<file path="config.mk">
export PLATFORM = sky130hd
export DESIGN_NAME = regfile_write_sched
export DESIGN_NICKNAME = d
export VERILOG_FILES = /design/src/rtl/regfile_pkg.sv /design/src/rtl/rr_arb2.sv /design/src/rtl/regfile_write_sched.sv
export SDC_FILE = /design/constraint.sdc
export NUM_CORES = 1
export LEC_CHECK = 0
export ABC_AREA = 1
export CAP_MARGIN = 20
export CORE_ASPECT_RATIO = 0.6
export CORE_MARGIN = 1.5
export CORE_UTILIZATION = 40
export CTS_CLUSTER_SIZE = 8
export DETAILED_ROUTE_END_ITERATION = 16
export PLACE_DENSITY = 0.81
export SYNTH_ARGS = -nofsm -noshare
export SYNTH_HDL_FRONTEND = slang
export SYNTH_SLANG_ARGS = --single-unit
</file>
<file path="constraint.sdc">
create_clock -name CLK -period 1.6 [get_ports CLK]
set_input_delay 0.16 -clock CLK [delete_from_list [all_inputs] [get_ports CLK]]
set_output_delay 0.16 -clock CLK [all_outputs]
set_load 0.01 [all_outputs]
</file>
<file path="src/rtl/regfile_pkg.sv">
// rtl/regfile_pkg.sv - shared types and constants for the register-bank write scheduler
package regfile_pkg;

    typedef enum logic {
        IDLE  = 1'b0,
        CLEAR = 1'b1
    } state_e;

    typedef enum logic {
        REQ_A = 1'b0,
        REQ_B = 1'b1
    } req_e;

    localparam logic [31:0] REG_INIT_VALUE = 32'h1;

    function automatic int addr_width(input int n);
        return (n < 2) ? 1 : $clog2(n);
    endfunction

endpackage

</file>
<file path="src/rtl/rr_arb2.sv">
// rtl/rr_arb2.sv - two-way round-robin arbiter with a last-grant flop
module rr_arb2
    import regfile_pkg::*;
(
    input  logic clk_i,
    input  logic rst_i,
    input  logic en_i,
    input  logic req_a_i,
    input  logic req_b_i,
    output logic gnt_a_o,
    output logic gnt_b_o
);

    req_e last_q;
    req_e last_d;

    // Under contention the requester that did not win last time is served.
    always_comb begin
        gnt_a_o = 1'b0;
        gnt_b_o = 1'b0;
        if (en_i) begin
            if (req_a_i && req_b_i) begin
                gnt_a_o = (last_q == REQ_B);
                gnt_b_o = (last_q == REQ_A);
            end else begin
                gnt_a_o = req_a_i;
                gnt_b_o = req_b_i;
            end
        end
    end

    always_comb begin
        last_d = last_q;
        if (gnt_a_o) begin
            last_d = REQ_A;
        end else if (gnt_b_o) begin
            last_d = REQ_B;
        end
    end

    always_ff @(posedge clk_i or posedge rst_i) begin
        if (rst_i) begin
            last_q <= REQ_B;
        end else begin
            last_q <= last_d;
        end
    end

endmodule

</file>
<file path="src/rtl/regfile_write_sched.sv">
// rtl/regfile_write_sched.sv - arbitrates two writers onto a register bank and sequences bank clears
module regfile_write_sched
    import regfile_pkg::*;
#(
    parameter int WIDTH = 32,
    parameter int NREGS = 4,
    localparam int ADDR_W = addr_width(NREGS)
) (
    input  logic              CLK,
    input  logic              RESET,
    input  logic              a_valid,
    input  logic [ADDR_W-1:0] a_addr,
    input  logic [WIDTH-1:0]  a_data,
    output logic              a_ready,
    input  logic              b_valid,
    input  logic [ADDR_W-1:0] b_addr,
    input  logic [WIDTH-1:0]  b_data,
    output logic              b_ready,
    input  logic              clr_req,
    output logic              busy,
    output logic              clr_done,
    output logic              addr_err,
    output logic [NREGS-1:0]  reg_ce,
    output logic [NREGS-1:0]  reg_rst,
    output logic [WIDTH-1:0]  reg_wdata
);

    state_e            state_q, state_d;
    logic [ADDR_W-1:0] clr_idx_q, clr_idx_d;
    logic [NREGS-1:0]  reg_ce_q, reg_ce_d;
    logic [NREGS-1:0]  reg_rst_q, reg_rst_d;
    logic [WIDTH-1:0]  reg_wdata_q, reg_wdata_d;
    logic              addr_err_q, addr_err_d;

    logic              arb_en;
    logic              gnt_a, gnt_b;
    logic [ADDR_W-1:0] gnt_addr;
    logic [WIDTH-1:0]  gnt_data;
    logic [31:0]       gnt_addr_ext;
    logic              gnt_addr_ok;
    logic              clr_last;
    logic [ADDR_W-1:0] clr_idx_inc;

    // A clear request in IDLE pre-empts any write offered in the same cycle.
    assign arb_en = (state_q == IDLE) && !clr_req && !RESET;

    rr_arb2 u_arb (
        .clk_i   (CLK),
        .rst_i   (RESET),
        .en_i    (arb_en),
        .req_a_i (a_valid),
        .req_b_i (b_valid),
        .gnt_a_o (gnt_a),
        .gnt_b_o (gnt_b)
    );

    assign a_ready      = gnt_a;
    assign b_ready      = gnt_b;
    assign gnt_addr     = gnt_a ? a_addr : b_addr;
    assign gnt_data     = gnt_a ? a_data : b_data;
    assign gnt_addr_ext = 32'(gnt_addr);
    assign gnt_addr_ok  = gnt_addr_ext < 32'(NREGS);
    assign clr_last     = (clr_idx_q == ADDR_W'(NREGS - 1));
    assign clr_idx_inc  = clr_idx_q + ADDR_W'(1);

    always_ff @(posedge CLK or posedge RESET) begin
        if (RESET) begin
            state_q     <= IDLE;
            clr_idx_q   <= '0;
            reg_ce_q    <= '0;
            reg_rst_q   <= '0;
            reg_wdata_q <= '0;
            addr_err_q  <= 1'b0;
        end else begin
            state_q     <= state_d;
            clr_idx_q   <= clr_idx_d;
            reg_ce_q    <= reg_ce_d;
            reg_rst_q   <= reg_rst_d;
            reg_wdata_q <= reg_wdata_d;
            addr_err_q  <= addr_err_d;
        end
    end

    always_comb begin
        state_d = state_q;
        case (state_q)
            IDLE:    if (clr_req) state_d = CLEAR;
            CLEAR:   if (clr_last) state_d = IDLE;
            default: state_d = IDLE;
        endcase
    end

    // clr_idx tracks the register whose RESET is on the output this cycle.
    always_comb begin
        clr_idx_d   = clr_idx_q;
        reg_ce_d    = '0;
        reg_rst_d   = '0;
        reg_wdata_d = reg_wdata_q;
        addr_err_d  = 1'b0;
        case (state_q)
            IDLE: begin
                if (clr_req) begin
                    clr_idx_d = '0;
                    reg_rst_d = NREGS'(1);
                end else if (gnt_a || gnt_b) begin
                    reg_wdata_d = gnt_data;
                    if (gnt_addr_ok) begin
                        reg_ce_d = NREGS'(1) << gnt_addr;
                    end else begin
                        addr_err_d = 1'b1;
                    end
                end
            end
            CLEAR: begin
                if (clr_last) begin
                    clr_idx_d = '0;
                end else begin
                    clr_idx_d = clr_idx_inc;
                    reg_rst_d = NREGS'(1) << clr_idx_inc;
                end
            end
            default: ;
        endcase
    end

    assign busy      = (state_q == CLEAR);
    assign clr_done  = (state_q == CLEAR) && clr_last;
    assign addr_err  = addr_err_q;
    assign reg_ce    = reg_ce_q;
    assign reg_rst   = reg_rst_q;
    assign reg_wdata = reg_wdata_q;

endmodule

</file>
==> results.py, run 1 <==
metrics = {
    "cells_and_area": {
        "drive_above_1_share_pct": 17.16,
        "syn2layout_area_growth_pct": 58.64,
        "final_util_pct": 65.40,
        "fin_cells": 442,
        "final_cell_mix": "113 x clkdlybuf4s50_1, 76 x nand2_1, 49 x nand3_1, 42 x dfrtp_1, 22 x nand3_2",
        "fin_area_sq_um": 3608,
        "layout_commonest_cell": "clkdlybuf4s50_1",
        "antenna_cells": 0,
        "final_nets": 449,
        "n_fill_cell": 473,
    },
    "floorplan": {
        "io_pins": 118,
        "core-area_sq_um": 5518,
        "die_x_microns": 100.4,
        "die-area_sq_um": 6163,
        "dieHeight_microns": 61.41,
        "rows": 21,
        "start_util_pct": 41.22,
    },
    "sta": {
        "clock_skew_ns": 0.006245,
        "report.final.hold_viol_count": 0,
        "worst_pin_slew_ns": 0.5475,
        "period_needed_ns": 1.538,
        "setup-violations-final": 0,
        "slew_violations": 0,
        "slew_headroom_pct": 63.50,
        "max_freq_ghz": 0.6502,
        "post-route-period-util_pct": 96.12,
        "grt_setup_unrepaired": "false",
    },
    "synthesis": {
        "ys_seq_elements": 44,
        "syn_nets": 322,
        "syn_area_sq_um": 2275,
        "syn_inst": 245,
        "ys_seq_area_share_pct": 48.46,
        "syn_area_per_cell_sq_um": 9.284,
        "yosysWarningCount": 0,
        "yosysUniqueCellTypes": 24,
    },
    "worst_setup_path": {
        "startpoint": "busy",
        "cp-end-kind": "output pin",
        "path_max_fanout": 5,
        "path_class": "flop to output pin",
        "r2r_setup_slack_ns": 0.13,
        "worst_setup_path_start_kind": "flop",
        "cp.required_ns": 1.44,
        "arrival_ns": 1.38,
        "worstReg2RegStart": "busy",
    },
    "min_path": {
        "worstHoldStart": "a_data[30]",
        "hold_class": "primary input to flop",
    },
    "pwr": {
        "power_frac_clock_pct": 14.9,
        "combPwrFrac_pct": 47.6,
        "p_int_mw": 3.343,
        "sequentialPowerShare_pct": 37.4,
        "leakage_nw": 1.658,
        "peakVddDrop_v": 0.0006011,
        "switching_power_mw": 1.685,
        "swShare_pct": 33.51,
        "p_per_area_nw_per_um2": 1393,
    },
    "routing": {
        "routedWlPerCell_microns": 13.62,
        "vias": 2083,
        "routed-wl-met3_microns": 511,
        "post-route-drc-count": 0,
        "wl_microns": 6021,
        "first_pass_iters": 4,
        "drtIter0Drc": 58,
        "met1_length_microns": 2808,
        "met2_length_microns": 2690,
        "ant_nets": 0,
        "avgViaCountPerCell": 4.713,
        "top_layer": "met4",
    },
    "clock_network": {
        "cts_root_buffer": "clkbuf_8",
        "clk_pin_slew_ns": 0.08,
        "clk_path_buf_depth": 2,
        "cts_tree": "built",
        "htreeDepth": 2,
        "cts_sinks": 44,
        "clk_latency_ns": 0.28,
        "cts_buffers": 5,
    },
    "place": {
        "dp.cells": 432,
        "placed_area_sq_um": 3491,
        "port_buffers": 116,
        "dp_hpwl_microns": 4566,
        "globalplace.congestion": 0.8302,
    },
    "global_routing": {
        "antenna_found_initial": 0,
        "grt_pass1_vias": 1994,
        "grt_usage_pct": 19.52,
        "grt_pass1_wl_microns": 9308,
        "grt_max_degree": 45,
        "overflow": 0,
    },
    "run": {
        "max_cap_violations": 0,
    },
    "status": {
        "outcome": "finished clean",
    },
}
==> worst max-delay path: stages, from the launching register on <==
cell	delay [ns]
dfrtp_2	0.42
buf_4	0.15
clkdlybuf4s50_1	0.53
==> worst paths after layout <==
check / end / cells after the start
setup / recovery: busy / 2
max in group asynchronous: busy / 4
hold / removal: reg_wdata[30] / 3
setup reg to reg: reg_wdata[25] / 7
hold reg to reg: reg_wdata[6] / 2
min in group asynchronous: reg_wdata[16] / 4
==> power by group through the flow <==
stage                     Combinational [mW]  Clock (mW)  Sequential, mW
after floorplan                        0.873           0            2.09
after global placement                  2.31           0            1.89
after detailed placement                2.36           0            1.91
after CTS                               2.42       0.765            1.88
after global routing                    2.61       0.817            1.94
final                                   2.40       0.750            1.88
==> logic make-up (layout without fill, tap and decap cells) <==
logic type                 Yosys count  count (layout)  synth area share [%]
DFF                                 44              44                 48.46
buffers and inverters               31             159                 9.956
adders and majority gates            4               4                 2.200
other                                1               1                0.1649
and+or+nand+nor                    159             159                 37.29
AOI/OAI and AO/OA                    6               6                 1.925
==> cell type report <==
type                            instances  area (sq um)  share of cell area [%]
Tap cell                               69         86.33                   2.393
Inverter                               16         67.56                   1.872
Sequential cell                        44          1104                   30.58
Multi-Input combinational cell        170         949.7                   26.32
Clock buffer                            8         100.1                   2.774
Timing Repair Buffer                  135          1301                   36.06
==> per-layer routing <==
metal,vias up,global-route usage (%)
li1,1036,-
met1,971,26.70
met2,74,31.78
met3,2,6.243
met4,0,2.616
met5,-,0
==> stage by stage <==
| stage | hold slack [ns] | setup TNS, ns | worst slack, ns | power [mW] |
|---|---|---|---|---|
| after detailed placement | 0.4816 | -1.898 | -0.1768 | 4.278 |
| after CTS | 0.4305 | 0 | 0.00006750 | 5.064 |
| after floorplan | 0.1898 | 0 | 0.1449 | 2.960 |
| after global placement | 0.4773 | -0.2444 | -0.1062 | 4.207 |
| final | 0.4383 | 0 | 0.06209 | 5.028 |
| after global routing | 0.4507 | 0 | 0.002579 | 5.374 |
==> state kept, by name, summed over array words and instances (netlist names) <==
name	cells
reg_wdata	32
reg_ce	4
reg_rst	4
clr_idx_q	2
busy	1
u_arb.last_q	1
==> timing repair <==
| item | 4_1_cts | 5_1_grt |
|---|---|---|
| setup buffers | 2 | 0 |
| hold endpoints to repair | 0 | 0 |
| gates resized for setup | 7 | 3 |
| endpoints found under the setup margin | 4 | 16 |
| hold buffers | 0 | 0 |
==> synth_stat cells (all sizes together) <==
master	count	area share (%)
or2	1	0.28
a21boi	1	0.83
buf	15	7.0
dfrtp	43	47
conb	1	0.16
ha	4	2.2
nor2	7	2.2
a21oi	2	0.44
nand3b	1	0.33
inv	15	2.6
clkinv	1	0.39
dfstp	1	1.2
o21ai	3	0.66
nand3	71	20
nand2	79	14
Note: power is estimated with default switching activity, not from simulation.
==> run 2: changes to the inputs <==
--- a/config.mk
+++ b/config.mk
@@ -13,6 +13,7 @@
 export CTS_CLUSTER_SIZE = 8
 export DETAILED_ROUTE_END_ITERATION = 16
 export PLACE_DENSITY = 0.81
+export SKIP_LAST_GASP = 1
 export SYNTH_ARGS = -nofsm -noshare
 export SYNTH_HDL_FRONTEND = slang
 export SYNTH_SLANG_ARGS = --single-unit
==> results.py, run 2 (synthesis results as in run 1) <==
metrics = {
    "floorplan": {
        "core-area_sq_um": 5518,
        "die_x_microns": 100.4,
        "io_pins": 118,
        "rows": 21,
        "die-area_sq_um": 6163,
        "dieHeight_microns": 61.41,
        "start_util_pct": 41.22,
    },
    "sta": {
        "slew_headroom_pct": 63.50,
        "max_freq_ghz": 0.6489,
        "slew_violations": 0,
        "setup-violations-final": 0,
        "setup_ws_ns": 0.05892,
        "clock_skew_ns": 0.006245,
        "report.final.hold_viol_count": 0,
        "fin_tns_setup_ns": 0,
        "post-route-period-util_pct": 96.32,
        "worst_pin_slew_ns": 0.5475,
        "period_needed_ns": 1.541,
        "grt_setup_unrepaired": "true",
    },
    "worst_setup_path": {
        "path_depth": 4,
        "path_delay_family": "flip-flops",
        "arrival_ns": 1.38,
        "startpoint": "busy",
        "critPathCapture": "b_ready",
        "critPathBufInv": 1,
        "ff2ff_path_depth": 7,
        "slowest_stage": "dfrtp_2",
        "r2r_setup_slack_ns": 0.13,
        "cp-end-kind": "output pin",
        "worst_setup_path_start_kind": "flop",
        "max_stage_delay_ns": 0.45,
        "cp_cell_sequence": "nor2_4 -> nand3_2 -> a21oi_2 -> dlygate4sd2_1",
        "path_max_fanout": 5,
        "timing.rr.end": "reg_wdata[25]",
        "cp.required_ns": 1.44,
        "path_class": "flop to output pin",
        "worstReg2RegStart": "busy",
    },
    "clock_network": {
        "clk_path_buf_depth": 2,
        "cts_sinks": 44,
        "cts_buffers": 5,
        "cts_root_buffer": "clkbuf_8",
        "htreeDepth": 2,
        "clk_latency_ns": 0.28,
        "clk_pin_slew_ns": 0.08,
        "cts_tree": "built",
        "cts_hold_buf": 0,
    },
    "cells_and_area": {
        "largest_reg_flops": 32,
        "layout_commonest_cell": "clkdlybuf4s50_1",
        "antenna_cells": 0,
        "fin_area_sq_um": 3607,
        "syn2layout_area_growth_pct": 58.58,
        "final_cell_mix": "113 x clkdlybuf4s50_1, 76 x nand2_1, 49 x nand3_1, 42 x dfrtp_1, 22 x nand3_2",
        "final_nets": 449,
        "final_util_pct": 65.37,
        "drive_above_1_share_pct": 17.16,
    },
    "pwr": {
        "switching_power_mw": 1.685,
        "swShare_pct": 33.52,
        "p_per_area_nw_per_um2": 1394,
        "combPwrFrac_pct": 47.6,
        "leakage_nw": 1.661,
        "sequentialPowerShare_pct": 37.4,
        "peakVddDrop_v": 0.0006010,
        "p_int_mw": 3.343,
        "power_frac_clock_pct": 14.9,
    },
    "global_routing": {
        "antenna_found_initial": 0,
        "grt_usage_pct": 19.52,
        "grt_max_degree": 45,
        "overflow": 0,
        "grt_pass1_wl_microns": 9308,
        "grt_pass1_vias": 1994,
    },
    "routing": {
        "drtIter0Drc": 58,
        "post-route-drc-count": 0,
        "first_pass_iters": 4,
        "vias": 2083,
        "ant_nets": 0,
        "avgViaCountPerCell": 4.713,
        "wl_microns": 6021,
        "routedWlPerCell_microns": 13.62,
    },
    "place": {
        "placed_area_sq_um": 3491,
        "globalplace.congestion": 0.8302,
        "place_ws_ns": -0.1768,
        "dp_hpwl_microns": 4566,
        "port_buffers": 116,
    },
    "run": {
        "max_cap_violations": 0,
    },
    "min_path": {
        "hold_class": "primary input to flop",
    },
    "status": {
        "outcome": "finished clean",
    },
}
-- run 2: metal layers --
layer  wire length (microns)  vias to the layer above  track usage [%]
met5                       0                        -                0
met4                      10                        0            2.616
met3                     511                        2            6.243
met2                    2690                       74            31.78
met1                    2808                      971            26.70
li1                        -                     1036                -
-- run 2: layout make-up --
class | instances | area (sq um)
Sequential cell | 44 | 1104
Fill cell | 474 | 1911
Clock buffer | 8 | 100.1
Multi-Input combinational cell | 170 | 949.7
Timing Repair Buffer | 135 | 1300
Tap cell | 69 | 86.33
Inverter | 16 | 67.56
-- run 2: worst register-to-register path: stages (launching register included) --
cell,delay (ns)
dfrtp_2,0.45
nor2_4,0.13
nand3_2,0.09
buf_4,0.15
nand2_4,0.11
buf_4,0.27
nand3_2,0.10
nand3_1,0.09
-- run 2: power groups by stage --
stage                     sequential (mW)  clock (mW)  combinational [mW]
final                                1.88       0.750                2.40
after global routing                 1.94       0.817                2.61
after global placement               1.89           0                2.31
after detailed placement             1.91           0                2.36
after CTS                            1.88       0.765                2.42
after floorplan                      2.09           0               0.873
-- run 2: worst min path at each step --
stage	start	to	depth (start not counted)
finish	a_data[30]	reg_wdata[30]	3
CTS	a_data[22]	reg_wdata[22]	3
global route	a_data[26]	reg_wdata[26]	3
global placement	reg_wdata[2]	reg_wdata[2]	2
floorplan	RESET	busy	1
detailed placement	reg_wdata[6]	reg_wdata[6]	2
-- run 2: per-stage QoR --
step | total power, mW | std cells | hold slack (ns)
after detailed placement | 4.278 | 432 | 0.4816
after CTS | 5.064 | 442 | 0.4305
after global routing | 5.373 | 442 | 0.4507
after floorplan | 2.960 | 245 | 0.1898
after global placement | 4.207 | 432 | 0.4773
final | 5.028 | 442 | 0.4383
-- run 2: timing repair --
action | 4_1_cts | 5_1_grt
endpoints found under the setup margin | 4 | 16
gates resized for setup | 7 | 2
setup buffers | 2 | 0
==> run 3: changes to the inputs <==
--- a/config.mk
+++ b/config.mk
@@ -6,13 +6,14 @@
 export NUM_CORES = 1
 export LEC_CHECK = 0
 export ABC_AREA = 1
-export CAP_MARGIN = 20
+export CAP_MARGIN = 10
 export CORE_ASPECT_RATIO = 0.6
 export CORE_MARGIN = 1.5
-export CORE_UTILIZATION = 40
+export CORE_UTILIZATION = 45
 export CTS_CLUSTER_SIZE = 8
 export DETAILED_ROUTE_END_ITERATION = 16
-export PLACE_DENSITY = 0.81
+export DONT_BUFFER_PORTS = 1
+export PLACE_DENSITY = 0.6
 export SKIP_LAST_GASP = 1
 export SYNTH_ARGS = -nofsm -noshare
 export SYNTH_HDL_FRONTEND = slang
==> results.py, run 3 (synthesis results as in run 1) <==
metrics = {
    "status": {
        "outcome": "finished clean",
    },
    "worst_setup_path": {
        "slowest_stage": "dfstp_2",
        "arrival_ns": 1.37,
        "worst_setup_path_start_kind": "flop",
        "max_stage_delay_ns": 0.53,
        "path_class": "flop to output pin",
        "path_max_fanout": 10,
        "r2r_setup_slack_ns": 0.16,
        "ff2ff_path_depth": 6,
        "cp_cell_sequence": "inv_1 -> a21boi_4 -> nand2_4 -> inv_4 -> buf_12",
        "timing.rr.end": "reg_wdata[16]",
        "worstReg2RegStart": "busy",
        "cp.required_ns": 1.44,
        "cp-end-kind": "output pin",
        "critPathBufInv": 3,
        "path_delay_family": "flip-flops",
    },
    "cells_and_area": {
        "antenna_cells": 0,
        "final_nets": 368,
        "multi_input_area_sq_um": 949.7,
        "regArea_sq_um": 1102,
        "drive_above_1_share_pct": 19.18,
        "layout_commonest_cell": "nand2_1",
        "final_cell_mix": "76 x nand2_1, 49 x nand3_1, 43 x dfrtp_1, 42 x dlygate4sd3_1, 22 x nand3_2",
        "n_fill_cell": 409,
        "syn2layout_area_growth_pct": 25.14,
        "largest_reg_flops": 32,
    },
    "floorplan": {
        "core-area_sq_um": 4707,
        "die_x_microns": 94.79,
        "start_util_pct": 48.33,
        "io_pins": 118,
        "dieHeight_microns": 58.07,
        "rows": 19,
        "die-area_sq_um": 5504,
    },
    "routing": {
        "ant_nets": 0,
        "wl_microns": 5860,
        "drtIter0Drc": 91,
        "post-route-drc-count": 0,
        "first_pass_iters": 7,
        "avgViaCountPerCell": 5.166,
        "vias": 1834,
        "routedWlPerCell_microns": 16.51,
    },
    "clock_network": {
        "clk_latency_ns": 0.30,
        "cts_tree": "built",
        "cts_buffers": 5,
        "clk_path_buf_depth": 2,
        "htreeDepth": 2,
        "clk_pin_slew_ns": 0.08,
        "cts_root_buffer": "clkbuf_8",
        "cts_sinks": 44,
    },
    "pwr": {
        "power_mw": 4.034,
        "leakage_nw": 1.357,
        "p_per_area_nw_per_um2": 1417,
        "peakVddDrop_v": 0.0008479,
    },
    "global_routing": {
        "grt_max_degree": 33,
        "overflow": 0,
        "grt_usage_pct": 21.80,
        "grt_pass1_wl_microns": 8956,
        "grt_pass1_vias": 1851,
        "antenna_found_initial": 0,
    },
    "sta": {
        "slew_violations": 0,
        "report.final.hold_viol_count": 0,
        "setup-violations-final": 0,
        "setup_ws_ns": 0.06720,
        "clock_skew_ns": 0.004455,
        "period_needed_ns": 1.533,
        "post-route-period-util_pct": 95.80,
        "fin_tns_setup_ns": 0,
        "max_freq_ghz": 0.6524,
        "grt_setup_unrepaired": "false",
    },
    "min_path": {
        "min_delay_path_depth": 2,
        "worstHoldStart": "a_data[18]",
        "hold_class": "primary input to flop",
        "hold-path-endpoint": "reg_wdata[18]",
    },
    "place": {
        "globalplace.congestion": 0.7431,
        "port_buffers": 0,
        "place_ws_ns": 0.1666,
        "dp_hpwl_microns": 3947,
    },
    "run": {
        "max_cap_violations": 0,
    },
}
## run 3: per-stage QoR
| step | hold WS [ns] | cell area (sq um) | std cells | util (%) |
|---|---|---|---|---|
| 3_3_place_gp | 0.1283 | 2275 | 302 | 48.33 |
| 6_report | 0.006702 | 2846 | 355 | 60.47 |
| 3_5_place_dp | 0.1360 | 2275 | 302 | 48.33 |
| 4_1_cts | 0.00009523 | 2735 | 346 | 58.11 |
| 5_1_grt | 0.001649 | 2846 | 355 | 60.47 |
| 2_1_floorplan | 0.1898 | 2275 | 245 | - |
## run 3: area by class of cell
class | count | share of cell area (%)
clock buffers | 6 | 2.901
clock inverters | 2 | 0.3516
inverters | 16 | 2.462
multi-input cells | 170 | 33.36
flip-flops and latches | 44 | 38.73
well taps | 63 | 2.769
repair buffers | 54 | 19.43
## run 3: worst max-delay path by stage
stage,start,to,cells past startpoint
final,u_arb.last_q,a_ready,5
after global routing,u_arb.last_q,a_ready,5
after CTS,u_arb.last_q,a_ready,5
after detailed placement,u_arb.last_q,reg_ce[3],7
after global placement,u_arb.last_q,u_arb.last_q,6
after floorplan,RESET,reg_wdata[10],7
## run 3: repair_timing
| item | 4_1_cts | 5_1_grt |
|---|---|---|
| setup endpoints to repair | 1 | 2 |
| gates resized for setup | 2 | 3 |
| endpoints found under the hold margin | 69 | 5 |
| pin swaps | 0 | 1 |
| setup buffers | 0 | 2 |
| cloned | 0 | 1 |
| hold buffers | 36 | 6 |
## run 3: worst reg2reg max path, cell delays in order (launching register included)
cell and delay, ns:
dfrtp_1 0.46, nor2_4 0.18, nand3_2 0.13, nand2_4 0.19, inv_4 0.17, nand2_1 0.12
nand3_1 0.09
## run 3: power by group
group | switching (mW) | total (mW) | internal [mW] | leakage (nW)
clock | 0.379 | 0.724 | 0.345 | 0.0510
combinational | 0.616 | 1.11 | 0.498 | 0.759
sequential | 0.589 | 2.20 | 1.61 | 0.547
total | 1.58 | 4.03 | 2.45 | 1.36
## run 3: per-layer routing
layer / track usage [%] / share of wire, %
met5: 0 / 0
met4: 6.397 / 0.94
met3: 9.580 / 13
met2: 31.33 / 41
met1: 29.75 / 46
==> variant 1 (config.mk and constraints of run 3) <==
The parameter `NREGS` goes from 4 to 8.
--- a/src/rtl/regfile_write_sched.sv
+++ b/src/rtl/regfile_write_sched.sv
@@ -3,7 +3,7 @@
     import regfile_pkg::*;
 #(
     parameter int WIDTH = 32,
-    parameter int NREGS = 4,
+    parameter int NREGS = 8,
     localparam int ADDR_W = addr_width(NREGS)
 ) (
     input  logic              CLK,
Interface: changed (resized a_addr, b_addr, reg_ce and reg_rst); port bits go from 118 to 128. The function was not compared with the original's and may differ.
==> variant 1 against run 3 <==
Sequential cell count grew 9; register-to-register slack got worse by 140 ps; total power up 19%; worst setup slack got worse by 44 ps; final area up 15%; die area is 23% higher; wire length grew 19%; largest power group unchanged; synthesized area grew 24%.
==> variant 1: results (changes against run 3) <==
Global route
  – Tot GR Track Use: 19.8% (-2.0 points)
  – Pin count of the biggest net entering global routing: 54 (+64%)

Placed design
  – Post-DP HPWL: 4.62 mm (+17%)
  – Placed cell area: 2900 sq um (+27%)
  – Gp weighted congestion: 0.772 (+3.8%)

Cells and area
  – Sequential cell area share: 40.7% (+2.0 points)
  – FILL cells: 593 (+45%)
  – Clock-cell share: 3.57% (+0.31 points)
  – Clk_buf instances: 7 (+1)
  – Count of multi-input gates: 226 (+33%)
  – Logic inverters: 52 (+36)
  – Area of the multi-input gates: 1200 sq um (+27%)
  – Buffers, non-clock: 26 (-52%)
  – Non-clock buffering overhead: 9.36% (-10 points)

Setup path
  – Critical path arrival: 1770 ps (+400 ps)
  – Largest stage delay, worst path: 570 ps (+40 ps)

Route
  – Vias/cell: 5.03 (-2.6%)
  – First-pass iteration count of the detailed router: 4 (-3)

Pwr
  – Leakage: 0.00179 uW (+32%)

Synth
  – Synth Area in Compound Gates: 1.29% (-0.64 points)
  – Post-synth top cells: nand2_1 (116), dfrtp_1 (52), inv_1 (50)
  – Sequential element share of the synthesized area: 47.2% (-1.3 points)

CTS
  – CTS sink count: 53 (+20%)
  – Clk slew on worst S/H paths: 100 ps (+20 ps)

Outcome
  – Outcome: finished clean
==> variant 1: power by group through the flow <==
stage	clock network (uW)	registers [uW]	logic (uW)
final	943	2440	1430
after global routing	1030	2500	1630
after CTS	977	2440	1270
after detailed placement	0	2440	1260
after global placement	0	2450	1200
after floorplan	0	2360	980
==> variant 1: worst paths after layout <==
path                               from       endpoint  slack (ps)  cells past startpoint
hold / removal                  clr_req     reg_rst[0]          30                      2
setup reg to reg           u_arb.last_q  reg_wdata[24]          20                      8
min in group asynchronous         RESET  reg_wdata[20]         600                      3
max in group asynchronous         RESET      reg_ce[6]         560                      3
hold reg to reg            u_arb.last_q   u_arb.last_q         550                      2
setup / recovery           u_arb.last_q  reg_wdata[24]          20                      8
==> variant 1: critical path, delay by kind of cell, from the launching register on <==
kind | cells | cell delay [ps]
AO/OA/AOI/OAI | 1 | 230
AND/OR/NAND/NOR | 3 | 200
flip-flops | 1 | 570
buffers and inverters | 4 | 470
==> variant 1: metrics by stage <==
step                worst slack [ps]  TNS (ps)  instances  hold WS, ps
floorplan                       -114     -3900        349          229
global placement                 119         0        426          316
detailed placement              78.3         0        426          323
CTS                            -4.31     -4.31        436         14.9
global route                   -49.5      -920        449         16.7
finish                          23.3         0        449         29.0
==> variant 1: routing by layer <==
layer,vias up,routed length (um),track usage [%]
met3,7,652,7.76
met5,-,0,0
met4,0,61,3.60
met2,104,2940,28.8
li1,1103,-,-
met1,1046,3340,27.9
==> variant 1: timing repair <==
action	in CTS	in global routing
resized for setup	2	14
endpoints found under the hold margin	52	0
buffers inserted	1	9
hold buffers	1	0
endpoints found under the setup margin	2	43
pin swaps	2	21
cloned	0	4
==> variant 2 (flow settings as in run 3) <==
Made on the original files. `reg_wdata_q` no longer has a reset.
--- a/src/rtl/regfile_write_sched.sv
+++ b/src/rtl/regfile_write_sched.sv
@@ -69,16 +69,18 @@
             clr_idx_q   <= '0;
             reg_ce_q    <= '0;
             reg_rst_q   <= '0;
-            reg_wdata_q <= '0;
             addr_err_q  <= 1'b0;
         end else begin
             state_q     <= state_d;
             clr_idx_q   <= clr_idx_d;
             reg_ce_q    <= reg_ce_d;
             reg_rst_q   <= reg_rst_d;
-            reg_wdata_q <= reg_wdata_d;
             addr_err_q  <= addr_err_d;
         end
+    end
+
+    always_ff @(posedge CLK) begin
+        reg_wdata_q <= reg_wdata_d;
     end
 
     always_comb begin
Check against the original RTL: differs if RESET is asserted again (counterexample within 4 cycles, from zero or initial values and one cycle with RESET high); with RESET held inactive, the same outputs for 10 cycles.
==> variant 2 against run 3 <==
Synthesized area decreased by 11%; global-route usage decreased by 4.9 points; synthesized cell count decreased by 15%; sequential cell count unchanged; clock skew decreased by 1.2 ps; non-clock buffer count decreased by 40; first-iteration DRC count decreased by 13%; count of clock-buffer cells in the layout decreased by 1; fmax about the same; wire length decreased by 28%; worst setup slack got worse by 1.0 ps; final area decreased by 19%.
Power is not compared: it rests on default switching activity, and its combinational part moved more than twofold at a synthesized area within 25%.
==> variant 2: results (changes against run 3) <==
Route
  – Avg WL per Cell: 15.1 um (-8.5%)
  – WL met2: 2.04 mm (-15%)
  – Highest Signal Layer: met4
  – First-pass iteration count of the detailed router: 5 (-2)
  – Wl on met1: 1.76 mm (-34%)
  – Met3 Wirelength: 434 um (-41%)
  – Via count: 1349 (-26%)
  – Vias/cell: 4.80 (-7.1%)
  – 1st-iter DRT viols: 79 (-13%)

Setup path
  – Critical path fanouts, max: 17 (+7)
  – Setup Crit Path Kind: register to register
  – CP endpoint: reg_wdata[0]
  – R2R cell count: 7 (+1)
  – Critical path arrival: 1580 ps (+210 ps)
  – R2r startpoint: u_arb.last_q
  – R2R Setup Slk: 70 ps (-90 ps)

Synth
  – Synth Register Bits: 44 (unchanged)
  – Synth unique cells: 22 (-8.3%)
  – Async S/R FF share, synth: 27.3% (-73 points)
  – Post-synth net total: 285 (-11%)
  – Post-synth top cells: nand2_1 (109), edfxtp_1 (32), inv_1 (15)
  – Top post-synthesis cells by area: edfxtp_1 (47%), nand2_1 (20%), dfrtp_1 (14%)
  – Ys flop type: edfxtp_1
  – Sequential element share of the synthesized area: 62.1% (+14 points)
  – Yosys warns: 0 (unchanged)
  – EDFF count, synth: 32 (+32)
  – Synthesized area per cell: 9.78 sq um (+5.3%)

Cells and area
  – Ratio of cells with drive above 1 in the final layout: 14.5% (-4.7 points)
  – Diode count: 0 (unchanged)
  – Nets@finish: 297 (-19%)
  – Largest register FFs: 32 (unchanged)
  – FILL cells: 360 (-12%)

Pwr
  – Worst vdd ir: 0.724 mV
  – Leakage: 0.00108 uW
  – Net Sw Frac: 28.8%

STA
  – Max Clock Skew: 3.29 ps (-1.17 ps)
  – Max-slew violations: 0 (unchanged)

CTS
  – Max Buffers Root-to-Sink: 2 (unchanged)
  – H-tree depth: 2 (unchanged)
  – Clk_lat worst skew: 290 ps
  – CTS Buf Count: 5 (unchanged)
  – Clk slew on worst S/H paths: 80 ps (about the same)
  – Root Driver: clkbuf_8

Placed design
  – Inst Count DP: 268 (-11%)
  – Gp weighted congestion: 0.789 (+6.1%)
  – Port-buffer cells: 0 (unchanged)
  – Post-DP HPWL: 3.14 mm (-20%)

Global route
  – Vias in the first global route: 1199 (-35%)
  – Tot GR Track Use: 16.9% (-4.9 points)
  – Pin count of the biggest net entering global routing: 21 (-36%)
  – Initial antenna violation count: 0 (unchanged)
  – First-pass GRT wire length: 6.04 mm (-33%)

Min path
  – Hold Crit Class: input pin to register

Outcome
  – Outcome: finished clean
variant 2: worst max-delay path, stage by stage (launching register included):
cell,delay [ps]
dfstp_2,550
inv_2,50
a21oi_4,140
nand2_2,90
buf_4,150
buf_4,180
nand2_1,70
nand2_1,60
variant 2: logic make-up (layout without fill, tap and decap cells):
kind of cell | Yosys count | in the layout | synth area share (%)
DFF | 44 | 44 | 62.1
AOI/OAI and AO/OA | 7 | 7 | 2.03
and+or+nand+nor | 126 | 126 | 25.2
buffers and inverters | 26 | 39 | 8.06
adders and majority gates | 4 | 4 | 2.46
other | 1 | 1 | 0.184
variant 2: worst min-delay path by stage:
| stage | from | endpoint | slack [ps] | depth (start not counted) |
|---|---|---|---|---|
| after CTS | a_data[27] | reg_wdata[27] | 40 | 2 |
| after floorplan | RESET | busy | 40 | 1 |
| after detailed placement | RESET | busy | 100 | 2 |
| final | a_data[7] | reg_wdata[7] | 50 | 2 |
| after global placement | RESET | busy | 80 | 2 |
| after global routing | a_data[7] | reg_wdata[7] | 40 | 2 |
variant 2: layout make-up:
type                       instances  area, sq um  share of cell area (%)
sequential                        44         1260                    54.8
multi-input combinational        138          636                    27.6
timing repair buffer              14          149                    6.47
tap                               60         75.1                    3.26
clock buffer                       5         68.8                    2.99
inverter                          17         68.8                    2.99
clock inverter                     3         42.5                    1.85
variant 2: per-stage QoR:
step	instance area, sq um	setup slack, ps
final	2300	66.2
after global routing	2300	3.94
after CTS	2340	1.65
after detailed placement	2140	154
after global placement	2140	228
after floorplan	2050	-107
variant 2: metal layers:
layer  vias up  GRT usage (%)
li1        671              -
met1       605           20.2
met2        71           28.2
met3         2           7.51
met4         0           5.82
met5         -              0
variant 2: timing repair:
action	4_1_cts	5_1_grt
gates cloned	1	0
buffers inserted	5	0
endpoints found under the hold margin	12	0
setup endpoints to repair	1	34
hold buffers	1	0
resized for setup	2	2
pin swaps	2	2
variant 2: power groups by stage:
stage | registers (uW) | clock network [uW] | logic, uW
6_report | 1560 | 825 | 553
5_1_grt | 1570 | 909 | 631
4_1_cts | 1560 | 859 | 572
3_5_place_dp | 1580 | 0 | 530
3_3_place_gp | 1570 | 0 | 496
2_1_floorplan | 1550 | 0 | 430
